## config.mk

```make
export PLATFORM = sky130hd
export DESIGN_NAME = drink_arbiter
export DESIGN_NICKNAME = d
export VERILOG_FILES = /design/src/rtl/drink_pkg.sv /design/src/rtl/drink_slot.sv /design/src/rtl/drink_arbiter.sv
export SDC_FILE = /design/constraint.sdc
export NUM_CORES = 1
export LEC_CHECK = 0
export BUFFER_PORTS_ARGS = -buffer_cell sky130_fd_sc_hd__clkbuf_2
export CAP_MARGIN = 0
export CORE_ASPECT_RATIO = 2
export CORE_MARGIN = 4
export CORE_UTILIZATION = 30
export DETAILED_ROUTE_END_ITERATION = 8
export PLACE_DENSITY_LB_ADDON = 0.15
export SYNTH_ARGS = -nofsm -noshare
export SYNTH_HDL_FRONTEND = slang
export SYNTH_SLANG_ARGS = --single-unit
export TNS_END_PERCENT = 50
```

## constraint.sdc

```tcl
create_clock -name clk -period 3.4 [get_ports clk]
set_clock_uncertainty 0.2 [all_clocks]
set_input_delay 1.02 -clock clk [delete_from_list [all_inputs] [get_ports clk]]
set_output_delay 1.02 -clock clk [all_outputs]
set_load 0.1 [all_outputs]
```

## src/rtl/drink_pkg.sv

```systemverilog
// Shared definitions for the two-slot drink front end.
//   - coin encodings and their value in half-yuan units
//   - slot FSM state type (IDLE / WAIT / VEND)
//   - arbiter FSM state type (A_IDLE / A_START / A_WAIT)
package drink_pkg;

    localparam logic [1:0] COIN_NONE = 2'b00;
    localparam logic [1:0] COIN_HALF = 2'b01;
    localparam logic [1:0] COIN_ONE  = 2'b10;
    localparam logic [1:0] COIN_BAD  = 2'b11;

    typedef enum logic [1:0] {
        IDLE = 2'd0,
        WAIT = 2'd1,
        VEND = 2'd2
    } slot_state_t;

    typedef enum logic [1:0] {
        A_IDLE  = 2'd0,
        A_START = 2'd1,
        A_WAIT  = 2'd2
    } arb_state_t;

    // Value of a coin code in half-yuan units; the invalid code is worth nothing.
    function automatic logic [1:0] coin_units(input logic [1:0] coin);
        logic [1:0] units;
        case (coin)
            COIN_HALF:          units = 2'd1;
            COIN_ONE:           units = 2'd2;
            COIN_NONE, COIN_BAD: units = 2'd0;
            default:            units = 2'd0;
        endcase
        return units;
    endfunction

endpackage

```

## src/rtl/drink_slot.sv

```systemverilog
// One coin slot: credit accumulation, request to the arbiter, vend completion
// and change/refund generation.
//
// Ports:
//   clk, reset       system clock, synchronous active-high reset
//   coin, cancel     coin code and refund request from the slot hardware
//   grant            arbiter accepts this slot's request (combinational, A_IDLE)
//   done             dispenser finished for this slot (combinational, A_WAIT)
//   req              slot is waiting for the dispenser
//   drink            registered one-cycle drink pulse
//   back             registered change/refund, nonzero for one cycle only
//   coin_rej         registered one-cycle pulse: coin ignored while busy
//
// state | meaning
// IDLE  | accepting coins, credit below PRICE
// WAIT  | credit reached PRICE, requesting the dispenser
// VEND  | dispenser running for this slot, waiting for done
module drink_slot
    import drink_pkg::*;
#(
    parameter int PRICE = 3,
    parameter int CW    = 3
) (
    input  logic          clk,
    input  logic          reset,
    input  logic [1:0]    coin,
    input  logic          cancel,
    input  logic          grant,
    input  logic          done,
    output logic          req,
    output logic          drink,
    output logic [CW-1:0] back,
    output logic          coin_rej
);

    slot_state_t   state, state_nxt;
    logic [CW-1:0] credit, credit_nxt;
    logic [CW-1:0] coin_val;
    logic [CW-1:0] sum;
    logic          drink_nxt;
    logic [CW-1:0] back_nxt;
    logic          rej_nxt;

    assign req = (state == WAIT);

    always_ff @(posedge clk) begin
        if (reset) begin
            state    <= IDLE;
            credit   <= '0;
            drink    <= 1'b0;
            back     <= '0;
            coin_rej <= 1'b0;
        end else begin
            state    <= state_nxt;
            credit   <= credit_nxt;
            drink    <= drink_nxt;
            back     <= back_nxt;
            coin_rej <= rej_nxt;
        end
    end

    always_comb begin
        coin_val   = CW'(coin_units(coin));
        sum        = credit + coin_val;
        state_nxt  = state;
        credit_nxt = credit;
        drink_nxt  = 1'b0;
        back_nxt   = '0;
        rej_nxt    = 1'b0;
        case (state)
            IDLE: begin
                // Cancel wins over a same-cycle coin; the coin goes straight back.
                if (cancel) begin
                    back_nxt   = sum;
                    credit_nxt = '0;
                end else if (coin_val != '0) begin
                    credit_nxt = sum;
                    if (sum >= CW'(PRICE))
                        state_nxt = WAIT;
                end
            end
            WAIT: begin
                if (cancel) begin
                    back_nxt   = sum;
                    credit_nxt = '0;
                    state_nxt  = IDLE;
                end else begin
                    rej_nxt = (coin_val != '0);
                    if (grant)
                        state_nxt = VEND;
                end
            end
            VEND: begin
                rej_nxt = (coin_val != '0);
                if (done) begin
                    drink_nxt  = 1'b1;
                    back_nxt   = credit - CW'(PRICE);
                    credit_nxt = '0;
                    state_nxt  = IDLE;
                end
            end
            default: begin
                state_nxt  = IDLE;
                credit_nxt = '0;
            end
        endcase
    end

endmodule

```

## src/rtl/drink_arbiter.sv

```systemverilog
// Two-slot drink front end: two drink_slot instances share one dispenser
// through a round-robin arbiter and a start/done handshake.
//
// Ports:
//   clk, reset            system clock, synchronous active-high reset
//   coin0/1, cancel0/1    slot inputs
//   disp_done             dispenser finished (one-cycle pulse)
//   disp_start            registered one-cycle dispenser start pulse
//   disp_sel              slot being served, held from start until done
//   drink0/1, back0/1     per-slot drink pulse and change/refund
//   coin_rej0/1           per-slot coin-ignored pulse
//
// state   | meaning
// A_IDLE  | dispenser free, choosing a waiting slot
// A_START | slot granted, issuing disp_start
// A_WAIT  | dispenser running, waiting for disp_done
module drink_arbiter
    import drink_pkg::*;
#(
    parameter int PRICE = 3,
    parameter int CW    = 3
) (
    input  logic          clk,
    input  logic          reset,
    input  logic [1:0]    coin0,
    input  logic [1:0]    coin1,
    input  logic          cancel0,
    input  logic          cancel1,
    input  logic          disp_done,
    output logic          disp_start,
    output logic          disp_sel,
    output logic          drink0,
    output logic          drink1,
    output logic [CW-1:0] back0,
    output logic [CW-1:0] back1,
    output logic          coin_rej0,
    output logic          coin_rej1
);

    arb_state_t state, state_nxt;
    logic       ptr, ptr_nxt;
    logic       sel_nxt;
    logic       start_nxt;
    logic       req0, req1;
    logic       grant0, grant1;
    logic       done0, done1;
    logic       win;
    logic       win_cancel;

    drink_slot #(.PRICE(PRICE), .CW(CW)) u_slot0 (
        .clk      (clk),
        .reset    (reset),
        .coin     (coin0),
        .cancel   (cancel0),
        .grant    (grant0),
        .done     (done0),
        .req      (req0),
        .drink    (drink0),
        .back     (back0),
        .coin_rej (coin_rej0)
    );

    drink_slot #(.PRICE(PRICE), .CW(CW)) u_slot1 (
        .clk      (clk),
        .reset    (reset),
        .coin     (coin1),
        .cancel   (cancel1),
        .grant    (grant1),
        .done     (done1),
        .req      (req1),
        .drink    (drink1),
        .back     (back1),
        .coin_rej (coin_rej1)
    );

    always_ff @(posedge clk) begin
        if (reset) begin
            state      <= A_IDLE;
            ptr        <= 1'b0;
            disp_sel   <= 1'b0;
            disp_start <= 1'b0;
        end else begin
            state      <= state_nxt;
            ptr        <= ptr_nxt;
            disp_sel   <= sel_nxt;
            disp_start <= start_nxt;
        end
    end

    always_comb begin
        state_nxt  = state;
        ptr_nxt    = ptr;
        sel_nxt    = disp_sel;
        start_nxt  = 1'b0;
        grant0     = 1'b0;
        grant1     = 1'b0;
        done0      = 1'b0;
        done1      = 1'b0;
        win        = (req0 && req1) ? ptr : req1;
        win_cancel = win ? cancel1 : cancel0;
        case (state)
            A_IDLE: begin
                // A cancel from the chosen slot drops the grant entirely; the
                // other slot is picked up on a later cycle.
                if ((req0 || req1) && !win_cancel) begin
                    grant0    = !win;
                    grant1    = win;
                    sel_nxt   = win;
                    ptr_nxt   = !win;
                    state_nxt = A_START;
                end
            end
            A_START: begin
                start_nxt = 1'b1;
                state_nxt = A_WAIT;
            end
            A_WAIT: begin
                if (disp_done) begin
                    done0     = !disp_sel;
                    done1     = disp_sel;
                    state_nxt = A_IDLE;
                end
            end
            default: state_nxt = A_IDLE;
        endcase
    end

endmodule

```

### Word-level counts from Yosys, hierarchy flattened

Cells that the tools add are included.

* output and inout bits: 12
* register bits: 25
* bits of input ports: 9
* logic and storage cells: 127

* equality and inequality tests: 28
* $lt $le $gt $ge: 2
* add/sub/neg operators: 4
* multiplexer cells: 52
* reduce and logical (&&, ||, !) cells: 25
* bitwise gates (word level): 2

Operators with widths (count)
* 3-bit 2-to-1 mux: 12
* 2-bit case mux with 3 select lines: 5
* 2-bit 2-to-1 mux: 14
* 3-bit case mux with 3 select lines: 2
* 2-bit != test, second input constant: 8
* 1-bit 2-to-1 mux: 15
* 2-bit == test, second input constant: 7
* 3-bit by 2-bit != test with 1-bit output, second input constant: 4
* 3-bit case mux with 2 select lines: 2
* 2-bit OR reduction: 6
* 2-bit by 1-bit == test with 1-bit output, second input constant: 5
* 2-bit zero test: 5
* 5-bit AND reduction: 2
* 2-bit by 1-bit != test with 1-bit output, second input constant: 4
* 3-bit by 2-bit adder with 3-bit output: 2
* 3-bit by 2-bit >= comparator with 1-bit output, second input constant: 2
* 3-bit AND reduction: 2
* 3-bit by 2-bit subtractor with 3-bit output, second input constant: 2
* 1-bit case mux with 2 select lines: 2
* 2-bit AND reduction: 2
* 2-bit nonzero test: 2
* 1-bit zero test: 3
* 1-bit logical AND: 2
* 1-bit NOT: 2
* 1-bit logical OR: 1

### Depth between registers and ports, before layout

Gate-level depths: netlist of run 1.

* depth after elaboration: 11
* depth in mapped cells: 9
* depth with buffers taken out: 9

### Cells and area by module

A second synthesis of run 1 with hierarchy kept.

* cell total of the unflattened synthesis: 167
* area total of the unflattened synthesis: 1481.4 um2

Modules (own cells, without submodules)
* drink_slot: instances 2, area each 608.1 um2, cells an instance 71, seq. area each 200.2 um2
* drink_arbiter: instances 1, area each 265.3 um2, cells an instance 25, seq. area each 100.1 um2

### Worst setup path after synthesis of run 1

Ideal clock, no wire load.

* path type: input port to flip-flop
* start point: in coin1[1]
* end point: reg u_slot1.state[1]
* setup slack: 0.230 ns
* cell stages on the path: 9
* buffers on the path: 0
* setup time: 0.095 ns
* required time: 3.105 ns
* arrival time: 2.874 ns
* cells stage by stage: inv_1 > ha_1 > ha_1 > inv_1 > fa_1 > or4b_1 > o311ai_1 > nand3_1 > a221oi_1

* longest elaborated chain between the ends: 7
* elaborated cells on any way between the ends: 12
* those cells by class: add/sub: 1; order compare: 1; eq/ne: 5; mux: 1; reduce/logical: 4

RTL lines
* start, declared: RTL line drink_arbiter.sv:26 `input logic [1:0] coin1,`
* 2-bit == test or 2-bit zero test (tied branches): RTL line drink_pkg.sv:27 `case (coin)`
* 2-bit OR reduction: RTL line drink_pkg.sv:27
* 2-bit case mux with 3 select lines *: RTL line drink_pkg.sv:27
* 3-bit by 2-bit adder with 3-bit output: RTL line drink_slot.sv:64 `sum = credit + coin_val;`
* 3-bit by 2-bit >= comparator with 1-bit output: RTL line drink_slot.sv:78 `if (sum >= CW'(PRICE))`
* 2-bit by 1-bit != test with 1-bit output (no line)
* 5-bit AND reduction (no line) *
* end signal, assigned: RTL line drink_slot.sv:54 `state <= state_nxt;`
* end, declared: RTL line drink_slot.sv:36 `slot_state_t state, state_nxt;`

Mark *: on every way between the ends. The rest lies on a longest branch, timed or not.
A chain may end at the register's enable or synchronous reset.

### Worst setup path in the final report of run 1

Same ends and word-level chain as after synthesis.

==> metrics.yaml, run 1 <==
drv_cap: 0
fillers: 507
yosysTopAreaCell: "dfxtp_1"
yosysTopAreaCellShare_pct: 33.81
hp-class: "flop to flop"
synth_area_per_cell_sq_um: 8.656
cts_tree: "built"
die_h_um: 107.3
final_layout_size_suffix_gt1_share_pct: 15.03
ios: 21
antenna_left: 0
grt.overflow.total: 0
clkSinkCount: 25
clk-insertion-delay-late_ns: 0.27
ys_ff_latch: 25
slew_headroom_pct: 63.75
clock-root-buffer: "clkbuf_8"
worstSetupPathType: "primary input to flop"
ir_worst_vdd_v: 0.0001868
rsz0062_at_grt: "no"
cts.path.max_buffers: 2
gp_congestion: 0.8462
grt_antenna_before_repair: 0
grt_max_degree: 27
regArea_sq_um: 500.5
leakage_nw: 0.7363
via_count: 1302
grt.total_usage_pct: 12.42
min_path_cells: 2
asyncSetResetFlopFracSynth_pct: 0
first_pass_iters: 4
synth_edf_count: 0
syn_to_final_growth_pct: 14.45
ys_seq_area_share_pct: 33.81
place_hpwl_mm: 2.903
fin_crit_sh_pct: 92.81
grt_util_met2_pct: 24.19
core_sq_mm: 0.004686
cp.required_ns: 3.37
crit_path_end_kind: "flop"
dieArea_sq_mm: 0.006190
crit_fanout: 2
finalSetupViolCount: 0
die_w_um: 57.67
syn_area_sq_mm: 0.001480
period_needed_ns: 3.155
synth-main-ff-cell: "dfxtp_1"
ys_warn_count: 0
post-route-drc-count: 0
multi_input_area_sq_um: 900.9
yosysMostFrequentCell: "dfxtp_1"
yosysUniqueCellTypes: 44
timing.fmax_mhz: 316.9
vias_per_cell: 5.250
p_per_area_mw_per_mm2: 432.0
grt_pass1_wl_mm: 6.141
grt_pass1_vias: 1379
rows: 35
final_nets: 221
portBuffers: 20
drt-total-wl_mm: 3.596
post-cts-setup-buffers: 0
cts_buffers: 3
crit_arrival_ns: 3.13
cts-htree-levels: 1
yosys-top-cells-area: "dfxtp_1 34%, ha_1 14%, a21oi_1 5.1%"
ctsResizeCount: 0
gr-usage-met3_pct: 1.801
hold_violations: 0
fin_util_pct: 36.15
n_antenna_cell: 0
wl_per_cell_um: 14.50
synthTopCellsByCount: "25 x dfxtp_1, 18 x inv_1, 16 x ha_1, 16 x nor2_1, 15 x a21oi_1"
status: "completed"
hold_buffers: 0
syn-num-nets: 198
tns_ns: 0
initial_core_util_pct: 31.59
reg2reg_depth: 7
cp-start-kind: "primary input"
clk_pin_slew_ns: 0.09
use_met1_pct: 12.71
grt-busiest-layer: "met2"
tightestPinTransition_ns: 0.5460
drtIter0Drc: 23
synthCells: 171
report.final.slew_viol_count: 0
## layout by cell type, fill, tap and decap left out, types with 2 or more instances in the layout
| cell | netlist | layout |
|---|---|---|
| nor2_1 | 16 | 16 |
| nor3_1 | 6 | 6 |
| nand2b_1 | 3 | 3 |
| dfxtp_1 | 25 | 25 |
| fa_1 | 2 | 2 |
| a311oi_1 | 2 | 2 |
| o21ai_0 | 6 | 6 |
| clkbuf_2 | 0 | 20 |
| ha_1 | 16 | 16 |
| a2111oi_0 | 2 | 2 |
| a21oi_1 | 15 | 15 |
| inv_1 | 18 | 18 |
| nand2_1 | 12 | 12 |
| xor2_1 | 2 | 2 |
| clkbuf_8 | 0 | 3 |
| nor4b_1 | 3 | 3 |
| o32ai_1 | 3 | 3 |
| o21ai_1 | 5 | 5 |
| o21a_1 | 2 | 2 |
| nor2b_1 | 2 | 2 |
| nand3_1 | 2 | 2 |
| or2_1 | 3 | 3 |
## stage by stage
stage / setup slack, ns / total power (W) / std cells / cell area [sq um] / hold slack, ns
final: 0.2446 / 0.0007318 / 248 / 1694 / 0.3062
after global routing: 0.1120 / 0.0007822 / 248 / 1694 / 0.3524
after CTS: 0.2351 / 0.0007385 / 248 / 1694 / 0.3098
after detailed placement: -0.02696 / 0.0005606 / 244 / 1645 / 0.2968
after global placement: 0.1025 / 0.0005557 / 244 / 1645 / 0.2671
after floorplan: 0.2304 / 0.0005038 / 171 / 1480 / 0.2486
## cell families after synthesis
logic type	after synthesis	share of synthesized area, %
muxes	1	0.6763
and+or+nand+nor	57	21.56
DFF	25	33.81
buffers and inverters	21	5.325
adders and majority gates	18	16.23
AOI/OAI and AO/OA	47	21.22
xor gates and xnor gates	2	1.184
## critical path, stage by stage
cell      delay, ns
clkbuf_2       0.09
inv_1          0.04
ha_1           0.17
ha_1           0.19
inv_1          0.08
fa_1           0.44
or4b_1         0.52
o311ai_1       0.15
nand3_1        0.13
a221oi_1       0.30
## per-layer routing
layer / vias to the layer above / share of wire, %
met2: 20 / 58
met5: - / 0
met3: 4 / 2.5
met1: 623 / 38
li1: 655 / -
met4: 0 / 1.9
## layout make-up
type / count / share of cell area, %
Timing Repair Buffer: 21 / 6.352
Clock buffer: 3 / 2.437
Clock inverter: 1 / 0.4431
Tap cell: 55 / 4.062
Inverter: 18 / 3.988
Multi-Input combinational cell: 125 / 53.18
Sequential cell: 25 / 29.54
## state kept, by name, summed over array words and instances (netlist names)
name,flops
state,2
u_slot1.back,3
u_slot0.coin_rej,1
u_slot0.state,2
u_slot1.credit,3
u_slot1.coin_rej,1
u_slot0.back,3
u_slot0.drink,1
u_slot1.state,2
disp_sel,1
ptr,1
disp_start,1
u_slot1.drink,1
u_slot0.credit,3
## worst paths after layout
path                            slack [ns]                           start                              to
worst min register to register        0.31  u_slot0.credit[1]$_SDFFE_PP0P_  u_slot0.credit[1]$_SDFFE_PP0P_
worst max-delay path                  0.24                        coin1[1]   u_slot1.state[1]$_SDFFE_PP0P_
worst max register to register        0.89  u_slot1.credit[0]$_SDFFE_PP0P_   u_slot1.state[1]$_SDFFE_PP0P_
worst min-delay path                  0.31  u_slot0.credit[1]$_SDFFE_PP0P_  u_slot0.credit[1]$_SDFFE_PP0P_
## power breakdown
part	total (W)	switching [W]	internal (W)	leakage, nW
combinational	0.000232	0.000150	0.0000825	0.512
clock	0.000176	0.0000935	0.0000828	0.0217
sequential	0.000323	0.0000139	0.000309	0.202
(Power assumes the default switching activity.)
==> run 2: changes to the inputs <==
--- a/config.mk
+++ b/config.mk
@@ -12,6 +12,7 @@
 export CORE_UTILIZATION = 30
 export DETAILED_ROUTE_END_ITERATION = 8
 export PLACE_DENSITY_LB_ADDON = 0.15
+export RECOVER_POWER = 50
 export SYNTH_ARGS = -nofsm -noshare
 export SYNTH_HDL_FRONTEND = slang
 export SYNTH_SLANG_ARGS = --single-unit
==> run 2 against run 1 <==
Net effect:
- combinational power barely moved
- sequential power hardly changed
- routed wire length down 0.56%
- maximum frequency increased by 0.52%
- global-route usage stayed put
- core utilization down 0.21 points
- cell count unchanged
- sequential share of layout area increased by 0.18 points
- critical path depth unchanged
- via count rose by 0.69%
- first-iteration DRC count rose by 13%
- largest cell class unchanged
==> metrics.yaml, run 2 (same netlist as run 1, synthesis figures left out) <==
status: "completed"
final_area_sq_mm: 0.001684
fin_crit_sh_pct: 92.32
initial_core_util_pct: 31.59
report.final.slew_viol_count: 0
crit_chain: "clkbuf_2 -> inv_1 -> ha_1 -> ha_1 -> inv_1 -> fa_1 -> or4b_1 -> o311ai_1 -> nand3_1 -> a221oi_1"
clkSinkCount: 25
hold_violations: 0
crit_arrival_ns: 3.11
cts_tree: "built"
leakage_nw: 0.7093
p_per_area_mw_per_mm2: 433.3
path_buf_inv: 3
portBuffers: 20
via_count: 1311
ir_worst_vdd_v: 0.0001872
final_nets: 221
first_pass_iters: 4
fillers: 511
placed_area_sq_mm: 0.001645
antenna_left: 0
cts_buffers: 3
ios: 21
finalSetupViolCount: 0
grt.overflow.total: 0
crit_path_end_kind: "flop"
critPathMaxStageDelay_ns: 0.52
clk-insertion-delay-late_ns: 0.27
crit_fanout: 2
worstSetupPathType: "primary input to flop"
worst_slack_ns: 0.2610
post-route-drc-count: 0
hold_buffers: 0
wl_per_cell_um: 14.42
final_layout_size_suffix_gt1_share_pct: 10.88
worstHoldStart: "u_slot0.credit[1]$_SDFFE_PP0P_"
clk_pin_slew_ns: 0.09
drt-total-wl_mm: 3.576
post-cts-setup-buffers: 0
grt_max_degree: 27
dieArea_sq_mm: 0.006190
slew_headroom_pct: 21.92
rows: 35
gp_congestion: 0.8462
hp-class: "flop to flop"
cp_top_family: "adder cells"
tightestPinTransition_ns: 1.176
grt_pass1_wl_mm: 6.141
drv_cap: 0
slowest_stage: "or4b_1"
drtIter0Drc: 26
clock-root-buffer: "clkbuf_8"
cp.required_ns: 3.37
cts-htree-levels: 1
period_needed_ns: 3.139
grt.total_usage_pct: 12.42
die_w_um: 57.67
ctsResizeCount: 0
core_sq_mm: 0.004686
cts.path.max_buffers: 2
grt_pass1_vias: 1379
syn_to_final_growth_pct: 13.78
timing.fmax_mhz: 318.6
vias_per_cell: 5.286
grt_antenna_before_repair: 0
rsz0062_at_grt: "no"
die_h_um: 107.3
place_hpwl_mm: 2.903
dp_slack_ns: -0.02696
n_antenna_cell: 0
tns_ns: 0
cp-start-kind: "primary input"
final_common_cell: "dfxtp_1"
final_cell_mix: "25 x dfxtp_1, 18 x inv_1, 16 x nor2_1, 16 x ha_1, 15 x a21oi_1"
worstReg2RegStart: "u_slot1.credit[0]$_SDFFE_PP0P_"
crit_path_start: "coin1[1]"
run 2: cell counts in the layout (fill, tap and decap cells not counted):
No cell type changed its count.
run 2: worst paths after layout:
path                                                  endpoint  slack (ns)  cells past startpoint
worst min-delay path            u_slot0.credit[1]$_SDFFE_PP0P_        0.31                      2
worst max-delay path             u_slot1.state[1]$_SDFFE_PP0P_        0.26                     10
worst max register to register   u_slot1.state[1]$_SDFFE_PP0P_        0.90                      7
worst min register to register  u_slot0.credit[1]$_SDFFE_PP0P_        0.31                      2
run 2: metal layers:
| metal | wire (um) | part of all wire (%) | vias to the layer above | track usage, % |
|---|---|---|---|---|
| met5 | 0 | 0 | - | 0 |
| met4 | 69 | 1.9 | 0 | 4.478 |
| met3 | 103 | 2.9 | 4 | 1.801 |
| met2 | 2108 | 59 | 24 | 24.19 |
| met1 | 1295 | 36 | 628 | 12.71 |
| li1 | - | - | 655 | - |
run 2: cell type report:
type / instances / area (sq um) / share of cell area (%)
clock buffer: 3 / 41.29 / 2.452
clock inverter: 1 / 7.507 / 0.4458
inverter: 18 / 67.56 / 4.012
tap: 55 / 68.82 / 4.086
multi-input combinational: 125 / 900.9 / 53.49
sequential: 25 / 500.5 / 29.72
timing repair buffer: 21 / 97.59 / 5.795
run 2: worst register-to-register path: stages (launching register included):
cell and delay, ns:
dfxtp_1 0.41, ha_1 0.18, inv_1 0.05, fa_1 0.48, or4b_1 0.52, o311ai_1 0.14
nand3_1 0.13, a221oi_1 0.29
run 2: metrics by stage:
stage,std cells,total power [W],hold WS [ns],util [%]
6_report,248,0.0007297,0.3060,35.94
3_5_place_dp,244,0.0005606,0.2968,35.11
2_1_floorplan,171,0.0005038,0.2486,-
4_1_cts,248,0.0007385,0.3098,36.15
3_3_place_gp,244,0.0005557,0.2671,35.11
5_1_grt,248,0.0007811,0.3524,35.94
run 2: power breakdown:
| group | switching (W) | internal, W |
|---|---|---|
| clock | 0.0000933 | 0.0000828 |
| sequential | 0.0000138 | 0.000309 |
| combinational | 0.000149 | 0.0000815 |
| total | 0.000256 | 0.000473 |
